==> src/rtl/sdram_read_scheduler_if.sv <==
// Bundle of command, SDRAM read-port and FIFO write-port signals for the read scheduler.
// slave is the scheduler's view; master is the surrounding system (controller, FIFO, host).
interface sdram_read_scheduler_if #(
  parameter int ADDR_W  = 25,
  parameter int LEN_W   = 16,
  parameter int USEDW_W = 6
);
  logic              cmd_valid;
  logic              cmd_ready;
  logic [ADDR_W-1:0] cmd_addr;
  logic [LEN_W-1:0]  cmd_len;
  logic              abort;
  logic              busy;
  logic              done;
  logic              err;
  logic              sd_rd_req;
  logic [ADDR_W-1:0] sd_rd_addr;
  logic [4:0]        sd_rd_len;
  logic              sd_rd_ack;
  logic              sd_rd_valid;
  logic [15:0]       sd_rd_data;
  logic [15:0]       fifo_data;
  logic              fifo_wrreq;
  logic [USEDW_W-1:0] fifo_wrusedw;
  logic              fifo_wrfull;

  modport slave (
    input  cmd_valid, cmd_addr, cmd_len, abort, sd_rd_ack, sd_rd_valid, sd_rd_data,
           fifo_wrusedw, fifo_wrfull,
    output cmd_ready, busy, done, err, sd_rd_req, sd_rd_addr, sd_rd_len, fifo_data, fifo_wrreq
  );

  modport master (
    output cmd_valid, cmd_addr, cmd_len, abort, sd_rd_ack, sd_rd_valid, sd_rd_data,
           fifo_wrusedw, fifo_wrfull,
    input  cmd_ready, busy, done, err, sd_rd_req, sd_rd_addr, sd_rd_len, fifo_data, fifo_wrreq
  );
endinterface

==> src/rtl/sdram_read_scheduler.sv <==
// Splits a linear read command into SDRAM bursts, issuing each only when the read-return
// FIFO is guaranteed to hold it plus everything in flight; forwards returned words.
module sdram_read_scheduler #(
  parameter int ADDR_W      = 25,
  parameter int LEN_W       = 16,
  parameter int BURST_LEN   = 8,
  parameter int FIFO_DEPTH  = 64,
  parameter int USEDW_W     = 6,
  parameter int FIFO_MARGIN = 2
) (
  input logic clk,
  input logic aclr,
  sdram_read_scheduler_if.slave bus
);
  localparam int UE_W  = USEDW_W + 1;
  localparam int SUM_W = 9;

  typedef enum logic [2:0] {IDLE, CHECK, REQ, DRAIN, DONE} state_t;

  state_t            state_reg, state_next;
  logic [ADDR_W-1:0] addr_reg;
  logic [LEN_W-1:0]  remaining_reg;
  logic [6:0]        inflight_reg;
  logic [ADDR_W-1:0] rd_addr_reg;
  logic [4:0]        rd_len_reg;
  logic              done_reg, err_reg, wrreq_reg;
  logic [15:0]       data_reg;

  logic [UE_W-1:0]   used_eff;
  logic [4:0]        blen;
  logic [SUM_W-1:0]  need;
  logic              fits, ack_taken, load_cmd, issue;
  logic [6:0]        inflight_inc, inflight_dec;

  // wrusedw wraps to 0 when the FIFO is completely full, so wrfull overrides it
  assign used_eff  = bus.fifo_wrfull ? UE_W'(FIFO_DEPTH) : {1'b0, bus.fifo_wrusedw};
  assign blen      = (remaining_reg >= LEN_W'(BURST_LEN)) ? 5'(BURST_LEN) : remaining_reg[4:0];
  assign need      = SUM_W'(used_eff) + SUM_W'(inflight_reg) + SUM_W'(blen);
  assign fits      = need <= SUM_W'(FIFO_DEPTH - FIFO_MARGIN);
  assign ack_taken = (state_reg == REQ) && bus.sd_rd_ack;

  always_comb begin
    state_next = state_reg;
    load_cmd   = 1'b0;
    issue      = 1'b0;
    case (state_reg)
      IDLE: begin
        if (bus.cmd_valid) begin
          load_cmd   = 1'b1;
          state_next = (bus.cmd_len == '0) ? DONE : CHECK;
        end
      end
      CHECK: begin
        if (bus.abort || remaining_reg == '0) begin
          state_next = DRAIN;
        end else if (fits) begin
          issue      = 1'b1;
          state_next = REQ;
        end
      end
      REQ: begin
        // the request is never retracted: abort only matters once it is accepted
        if (bus.sd_rd_ack) state_next = bus.abort ? DRAIN : CHECK;
      end
      DRAIN:   if (inflight_reg == '0) state_next = DONE;
      DONE:    state_next = IDLE;
      default: state_next = IDLE;
    endcase
  end

  always_ff @(posedge clk or posedge aclr) begin
    if (aclr) begin
      state_reg <= IDLE;
    end else begin
      state_reg <= state_next;
    end
  end

  // a return with nothing outstanding is flagged but never drives the counter negative
  assign inflight_inc = ack_taken ? {2'b00, rd_len_reg} : 7'd0;
  assign inflight_dec = (bus.sd_rd_valid && inflight_reg != '0) ? 7'd1 : 7'd0;

  always_ff @(posedge clk or posedge aclr) begin
    if (aclr) begin
      addr_reg      <= '0;
      remaining_reg <= '0;
      inflight_reg  <= '0;
      rd_addr_reg   <= '0;
      rd_len_reg    <= '0;
      done_reg      <= 1'b0;
      err_reg       <= 1'b0;
      wrreq_reg     <= 1'b0;
      data_reg      <= '0;
    end else begin
      if (load_cmd) begin
        addr_reg      <= bus.cmd_addr;
        remaining_reg <= bus.cmd_len;
      end else if (ack_taken) begin
        addr_reg      <= addr_reg + ADDR_W'(rd_len_reg);
        remaining_reg <= remaining_reg - LEN_W'(rd_len_reg);
      end
      if (issue) begin
        rd_addr_reg <= addr_reg;
        rd_len_reg  <= blen;
      end
      inflight_reg <= inflight_reg + inflight_inc - inflight_dec;
      done_reg     <= (state_reg == DONE);
      if (bus.sd_rd_valid && (bus.fifo_wrfull || inflight_reg == '0)) err_reg <= 1'b1;
      wrreq_reg <= bus.sd_rd_valid && !bus.fifo_wrfull;
      if (bus.sd_rd_valid) data_reg <= bus.sd_rd_data;
    end
  end

  assign bus.cmd_ready  = (state_reg == IDLE);
  assign bus.busy       = (state_reg != IDLE);
  assign bus.done       = done_reg;
  assign bus.err        = err_reg;
  assign bus.sd_rd_req  = (state_reg == REQ);
  assign bus.sd_rd_addr = rd_addr_reg;
  assign bus.sd_rd_len  = rd_len_reg;
  assign bus.fifo_wrreq = wrreq_reg;
  assign bus.fifo_data  = data_reg;
endmodule

==> src/flat_wrapper.sv <==
// flat-port wrapper written by rule: the top's interface ports become plain ports
module sdram_read_scheduler_flat 
#(
  parameter int ADDR_W      = 25,
  parameter int LEN_W       = 16,
  parameter int BURST_LEN   = 8,
  parameter int FIFO_DEPTH  = 64,
  parameter int USEDW_W     = 6,
  parameter int FIFO_MARGIN = 2
)
  (clk, aclr, bus_cmd_valid, bus_cmd_addr, bus_cmd_len, bus_abort, bus_sd_rd_ack, bus_sd_rd_valid, bus_sd_rd_data, bus_fifo_wrusedw, bus_fifo_wrfull, bus_cmd_ready, bus_busy, bus_done, bus_err, bus_sd_rd_req, bus_sd_rd_addr, bus_sd_rd_len, bus_fifo_data, bus_fifo_wrreq);
  sdram_read_scheduler_if #(.ADDR_W(ADDR_W), .LEN_W(LEN_W), .USEDW_W(USEDW_W)) bus_i ();
  input logic clk;
  input logic aclr;
  input wire logic [$bits(bus_i.cmd_valid)-1:0] bus_cmd_valid;
  input wire logic [$bits(bus_i.cmd_addr)-1:0] bus_cmd_addr;
  input wire logic [$bits(bus_i.cmd_len)-1:0] bus_cmd_len;
  input wire logic [$bits(bus_i.abort)-1:0] bus_abort;
  input wire logic [$bits(bus_i.sd_rd_ack)-1:0] bus_sd_rd_ack;
  input wire logic [$bits(bus_i.sd_rd_valid)-1:0] bus_sd_rd_valid;
  input wire logic [$bits(bus_i.sd_rd_data)-1:0] bus_sd_rd_data;
  input wire logic [$bits(bus_i.fifo_wrusedw)-1:0] bus_fifo_wrusedw;
  input wire logic [$bits(bus_i.fifo_wrfull)-1:0] bus_fifo_wrfull;
  output wire logic [$bits(bus_i.cmd_ready)-1:0] bus_cmd_ready;
  output wire logic [$bits(bus_i.busy)-1:0] bus_busy;
  output wire logic [$bits(bus_i.done)-1:0] bus_done;
  output wire logic [$bits(bus_i.err)-1:0] bus_err;
  output wire logic [$bits(bus_i.sd_rd_req)-1:0] bus_sd_rd_req;
  output wire logic [$bits(bus_i.sd_rd_addr)-1:0] bus_sd_rd_addr;
  output wire logic [$bits(bus_i.sd_rd_len)-1:0] bus_sd_rd_len;
  output wire logic [$bits(bus_i.fifo_data)-1:0] bus_fifo_data;
  output wire logic [$bits(bus_i.fifo_wrreq)-1:0] bus_fifo_wrreq;
  assign bus_i.cmd_valid = bus_cmd_valid;
  assign bus_i.cmd_addr = bus_cmd_addr;
  assign bus_i.cmd_len = bus_cmd_len;
  assign bus_i.abort = bus_abort;
  assign bus_i.sd_rd_ack = bus_sd_rd_ack;
  assign bus_i.sd_rd_valid = bus_sd_rd_valid;
  assign bus_i.sd_rd_data = bus_sd_rd_data;
  assign bus_i.fifo_wrusedw = bus_fifo_wrusedw;
  assign bus_i.fifo_wrfull = bus_fifo_wrfull;
  assign bus_cmd_ready = bus_i.cmd_ready;
  assign bus_busy = bus_i.busy;
  assign bus_done = bus_i.done;
  assign bus_err = bus_i.err;
  assign bus_sd_rd_req = bus_i.sd_rd_req;
  assign bus_sd_rd_addr = bus_i.sd_rd_addr;
  assign bus_sd_rd_len = bus_i.sd_rd_len;
  assign bus_fifo_data = bus_i.fifo_data;
  assign bus_fifo_wrreq = bus_i.fifo_wrreq;
  sdram_read_scheduler #(.ADDR_W(ADDR_W), .LEN_W(LEN_W), .BURST_LEN(BURST_LEN), .FIFO_DEPTH(FIFO_DEPTH), .USEDW_W(USEDW_W), .FIFO_MARGIN(FIFO_MARGIN)) u_core (.clk(clk), .aclr(aclr), .bus(bus_i));
endmodule
==> config.mk <==
export PLATFORM = sky130hd
export DESIGN_NAME = sdram_read_scheduler_flat
export DESIGN_NICKNAME = d
export VERILOG_FILES = /design/src/rtl/sdram_read_scheduler_if.sv /design/src/rtl/sdram_read_scheduler.sv /design/src/flat_wrapper.sv
export SDC_FILE = /design/constraint.sdc
export NUM_CORES = 1
export LEC_CHECK = 0
export CAP_MARGIN = 10
export CORE_MARGIN = 5
export CORE_UTILIZATION = 35
export CTS_BUF_LIST = sky130_fd_sc_hd__clkbuf_16
export CTS_CLUSTER_DIAMETER = 120
export CTS_CLUSTER_SIZE = 10
export DETAILED_ROUTE_END_ITERATION = 6
export PLACE_DENSITY = 0.63
export SYNTH_ARGS = -nofsm -noshare
export SYNTH_HDL_FRONTEND = slang
export SYNTH_SLANG_ARGS = --single-unit
export TNS_END_PERCENT = 20
==> constraint.sdc <==
create_clock -name clk -period 5.7 [get_ports clk]
set_input_delay 0.57 -clock clk [delete_from_list [all_inputs] [get_ports clk]]
set_output_delay 0.57 -clock clk [all_outputs]
set_load 0.01 [all_outputs]
# Word-level counts from Yosys, hierarchy flattened
# Index checks and enable logic that the tools add are counted.
# totals
ff_bits	100
latchBits	0
mem_bits_rw	0
romBits	0
word_cells	62
memories	0
# op_classes
add_sub_neg	6
multipliers	0
div	0
n_lt_le_gt_ge	2
eq_ne	8
n_shift	0
n_mux	21
bitwise	0
n_reduce_logical	15
# ops
op	count
two-way mux 25 bit	2
zero test 16 bit	2
two-way mux 16 bit	2
adder 25 x 5 -> 25 bit	1
two-way mux 3 bit	6
>= comparator 16 x 4 -> 1 bit (second input constant)	1
subtractor 16 x 5 -> 16 bit	1
one-hot mux 3 bit (4 select lines)	1
two-way mux 5 bit	2
adder 9 x 5 -> 9 bit	1
<= comparator 9 x 6 -> 1 bit (second input constant)	1
adder 7 x 7 -> 8 bit	1
adder 7 bit	1
zero test 7 bit	1
two-way mux 7 bit	1
nonzero test 7 bit	1
subtractor 7 bit	1
== test 3 x 2 -> 1 bit (second input constant)	2
two-way mux 1 bit	6
logical AND 1 bit	4
inequality test 2 bit (second input constant)	2
AND reduction 4 bit	1
== test 3 x 1 -> 1 bit (second input constant)	1
== test 3 bit (second input constant)	1
8 further kinds	9

# Logic depth before layout (Yosys ltp)
# logic_depth
ltp_word	7
mapped_depth	17

# Worst setup path after synthesis
# Ideal clock, no wire load.
# synth_timing
path_kind	flip-flop to flip-flop
startpoint	register u_core.remaining_reg[8]
endpoint	register u_core.rd_addr_reg[24] (netlist: u_core.bus.sd_rd_addr[24])
setup_ns	0.125
t_arrival_ns	3.939
slack_ns	1.636
stages_incl_launch_ff	17
path_buffers	1
cell_sequence	dfrtp_1 > or3_4 > or3_4 > or3_4 > nor2_4 > inv_1 > nor2_1 > ha_1 > a211oi_1 > nor3_1 > or3b_2 > a21oi_1 > o21ai_0 > a21oi_1 > nor3_4 > buf_6 > mux2_4
# synth_via
elab_chain_cells	7
elab_cells_between_ends	9
# synth_lines
element	line	source
from (decl)	sdram_read_scheduler.sv:22	logic [LEN_W-1:0] remaining_reg;
from (signal assigned)	sdram_read_scheduler.sv:97	remaining_reg <= bus.cmd_len;
from (signal assigned)	sdram_read_scheduler.sv:100	remaining_reg <= remaining_reg - LEN_W'(rd_len_reg);
>= comparator 16 x 4 -> 1 bit	sdram_read_scheduler.sv:37	assign blen = (remaining_reg >= LEN_W'(BURST_LEN)) ? 5'(BURST_LEN) : remaining_reg[4:0];
two-way mux 5 bit	sdram_read_scheduler.sv:37	
named net u_core.blen[3]	sdram_read_scheduler.sv:30	logic [4:0] blen;
adder 9 x 5 -> 9 bit	sdram_read_scheduler.sv:38	assign need = SUM_W'(used_eff) + SUM_W'(inflight_reg) + SUM_W'(blen);
<= comparator 9 x 6 -> 1 bit	sdram_read_scheduler.sv:39	assign fits = need <= SUM_W'(FIFO_DEPTH - FIFO_MARGIN);
two-way mux 1 bit	sdram_read_scheduler.sv:56	end else if (fits) begin
two-way mux 1 bit	sdram_read_scheduler.sv:54	if (bus.abort || remaining_reg == '0) begin
two-way mux 1 bit	sdram_read_scheduler.sv:46	case (state_reg)
to (signal assigned)	sdram_read_scheduler.sv:103	rd_addr_reg <= addr_reg;
to (decl)	sdram_read_scheduler.sv:24	logic [ADDR_W-1:0] rd_addr_reg;
# The timed path passes the listed nets, and every way through them passes these cells.
# A chain may end at the register's enable or synchronous reset.

# Worst setup path in the final report
# Same ends and word-level chain as after synthesis.

==> results.md <==
* Status: finished, final reports clean
* Fraction of layout cells with a size suffix above 1 at 11.0%
* Filler instances at 1,540
* Global-route wire length before repair at 25,200 um
* Die Y at between 100 and 150 um
* Core ar. at 16,400 sq um
* Clk sinks at 100
* Grt total ovfl at 0
* Nets at 795
* Synth warn at 0
* Core Util, Final at between 40% and 50%
* Synthesized Nets at 680
* Synth Flop Type: dfrtp_1
* Final ANT Viol Nets at 0
* Clock power frac at between 10% and 20%
* Drt pass-1 iters at 5
* Crit-path max FO at 30
* CTS Hold Bufs at 0
* Reg power frac at 34.6%
* Sequential area share after synthesis at a little over two fifths
* Final hold violations at 0
* Vias per inst at around 5.3
* Rows at between 40 and 50
* Post-synth top area share at between 40% and 50%
* Number of synthesized register bits at 100
* Post-cts sizing count at 0
* Post-Route WL at 15,200 um
* Die Wd at around 140 um
* Final Max Tran Viols at 0
* Wire per inst at 16.7 um
* Hold WS at 480 ps
* Post-Synthesis Cells at 572
* Postcts setup bufs at 0
* Internal at 2.18 mW
* Initial DRC Count at 320
* Crit end category: flip-flop
* Antenna cells at 0
* Post-Place Worst Slack at 941 ps
* FMAX at 218 MHz
* CP Class: flip-flop to flip-flop
* HPWL after DPL at 11,300 um
* Worst Clk Skew at roughly 12 ps
* Via count at 4,804
* VDD IR max at approximately 170 uV
* Placer Congestion at around 0.85
* Worst Tran Pin Value at about 830 ps
* Max-slew headroom at 44.6%
* Die area at 19,200 sq um
* Max-Cap Viols at 0
* PD cells at around 480 nW/um^2
* Fin area at ~7500 sq um
* Syn avg cell area at 10.1 sq um
* Period utilization at 80.5%
* Sum of negative setup slack at 0 ps
* RSZ-0062 raised after global routing: no
* # DRC at 0
* Post-synth ARST share at between 90% and 100%
* Flop2flop setup slack at about 1100 ps
* Post-place instance area at 7180 sq um
* Final setup fails at 0
* Critical Path RT at about 6000 ps
* CTS tree: yes
* # H-tree levels at 3
* CTS max path bufs at 2
* Synth top cells by count: 100 x dfrtp_1, 57 x nand2_1, 44 x inv_1, 42 x mux2_2, 38 x o21ai_0
* Top post-synthesis cells by area: dfrtp_1 43%, mux2_2 8.2%, ha_1 7.2%
* Overall Global Routing Usage at between 10% and 20%
* Post-route minimum period at 4590 ps
* Ports at between 100 and 150
* Net Switching at roughly 1.4 mW
* Largest net degree at the start of global routing at 65
* Worst Path Arrival at 4820 ps
* Startpoint Class: flip-flop
* Post-synth EDFFs at 0
* Setup ws final at ~1100 ps
* Area leader, netlist: dfrtp_1
* CTS Buf Count at 9
* Reg clk slew, reported paths at 70 ps
* PortBufs at between 100 and 150
* Most frequent cell after synthesis: dfrtp_1
* CTS Root Cell: clkbuf_16
* Pleak at 3.15 nW
* Initial Util at 35.2%
* Clk Latency, worst-skew pair at 350 ps
* Antenna violations before repair at 0
* Net Sw Frac at between 30% and 40%
* Vias in the first global route at ~5,000
* Cell variety after synth at 58
* Mapped cell area at 5770 sq um
* Hold WC Path Type: flip-flop to flip-flop
* Logic pwr share at roughly half
* Synth-to-Final Area Change at 29.8%
## critical path: stages (launching register included)
cell      delay [ps]
dfrtp_1          430
or3_4            420
or3_4            370
or3_4            370
nor2_4           170
inv_1            100
nor2_1           240
ha_1             290
a211oi_1         260
nor3_1           140
or3b_2           520
a21oi_1          120
o21ai_0          100
a21oi_1          290
nor3_4            50
buf_4            270
mux2_4           340
## power groups by stage
stage | clock network [mW] | registers, mW | logic (mW)
floorplan | 0 | 1.20 | 1.20
detailed placement | 0 | 1.25 | 1.72
global route | 0.666 | 1.29 | 1.94
CTS | 0.638 | 1.24 | 1.74
finish | 0.622 | 1.24 | 1.73
global placement | 0 | 1.24 | 1.65
## layout by cell type, fill, tap and decap left out, drive strengths merged, types with 3 or more instances in the layout
cell and count:
ha 33, a21oi 22, nand3 11, a31oi 7, and2 6, nand2 57, a22oi 4, or3 5
nor3 15, o311ai 15, nor4 10, nand2b 3, xnor2 12, o21bai 5, nand4 3, o211ai 9
o21a 5, nor2b 13, a221o 10, clkbuf 9, nor3b 6, o21ai 38, dfrtp 100, inv 47
buf 5, a211oi 3, fa 5, nor2 25, a21o 7, clkdlybuf4s50 121, mux2 44, mux2i 3
and3 4, o31ai 3
## logic make-up (layout without fill, tap and decap cells)
kind of cell / count (synthesis) / in the layout / synth area share, %
AND/OR/NAND/NOR: 165 / 165 / 14.8
buffers and inverters: 66 / 186 / 4.81
adder cells (fa/ha/maj): 38 / 38 / 8.88
multiplexers: 47 / 47 / 9.23
XOR/XNOR: 14 / 14 / 2.12
other: 1 / 1 / 0.0649
flip-flops: 100 / 100 / 43.3
AO/OA/AOI/OAI: 141 / 141 / 16.7
## per-stage QoR
stage | cells | power [mW]
2_1_floorplan | 572 | 2.40
3_3_place_gp | 895 | 2.89
3_5_place_dp | 895 | 2.98
4_1_cts | 911 | 3.62
5_1_grt | 912 | 3.89
6_report | 912 | 3.60
## metal layers
layer  wire (um)  vias to the layer above  global-route usage (%)  share of wire [%]
met5           0                        -                       0                  0
met4         261                        0                    4.73                1.7
met3         609                       17                    2.35                4.0
met2        7460                      120                    26.6                 49
met1        6870                     2358                    21.1                 45
li1            -                     2309                       -                  -
## path summary, 6_finish.rpt
| check | depth (start not counted) | to | start |
|---|---|---|---|
| max | 16 | u_core.bus.sd_rd_addr[24] | u_core.remaining_reg[8] |
| max reg2reg | 16 | u_core.bus.sd_rd_addr[24] | u_core.remaining_reg[8] |
| min in group asynchronous | 2 | u_core.bus.fifo_data[6] | aclr |
| min reg2reg | 1 | u_core.bus.err | u_core.bus.err |
| min | 1 | u_core.bus.err | u_core.bus.err |
| max in group asynchronous | 3 | u_core.addr_reg[22] | aclr |
## cell type report
| type | instances | area, sq um | share of cell area [%] |
|---|---|---|---|
| clock buffer | 9 | 225 | 3.01 |
| clock inverter | 7 | 76.3 | 1.02 |
| inverter | 44 | 168 | 2.24 |
| multi-input combinational | 406 | 2990 | 40.0 |
| sequential | 100 | 2500 | 33.4 |
| tap | 220 | 275 | 3.67 |
| timing repair buffer | 126 | 1250 | 16.7 |
(Power assumes the default switching activity.)
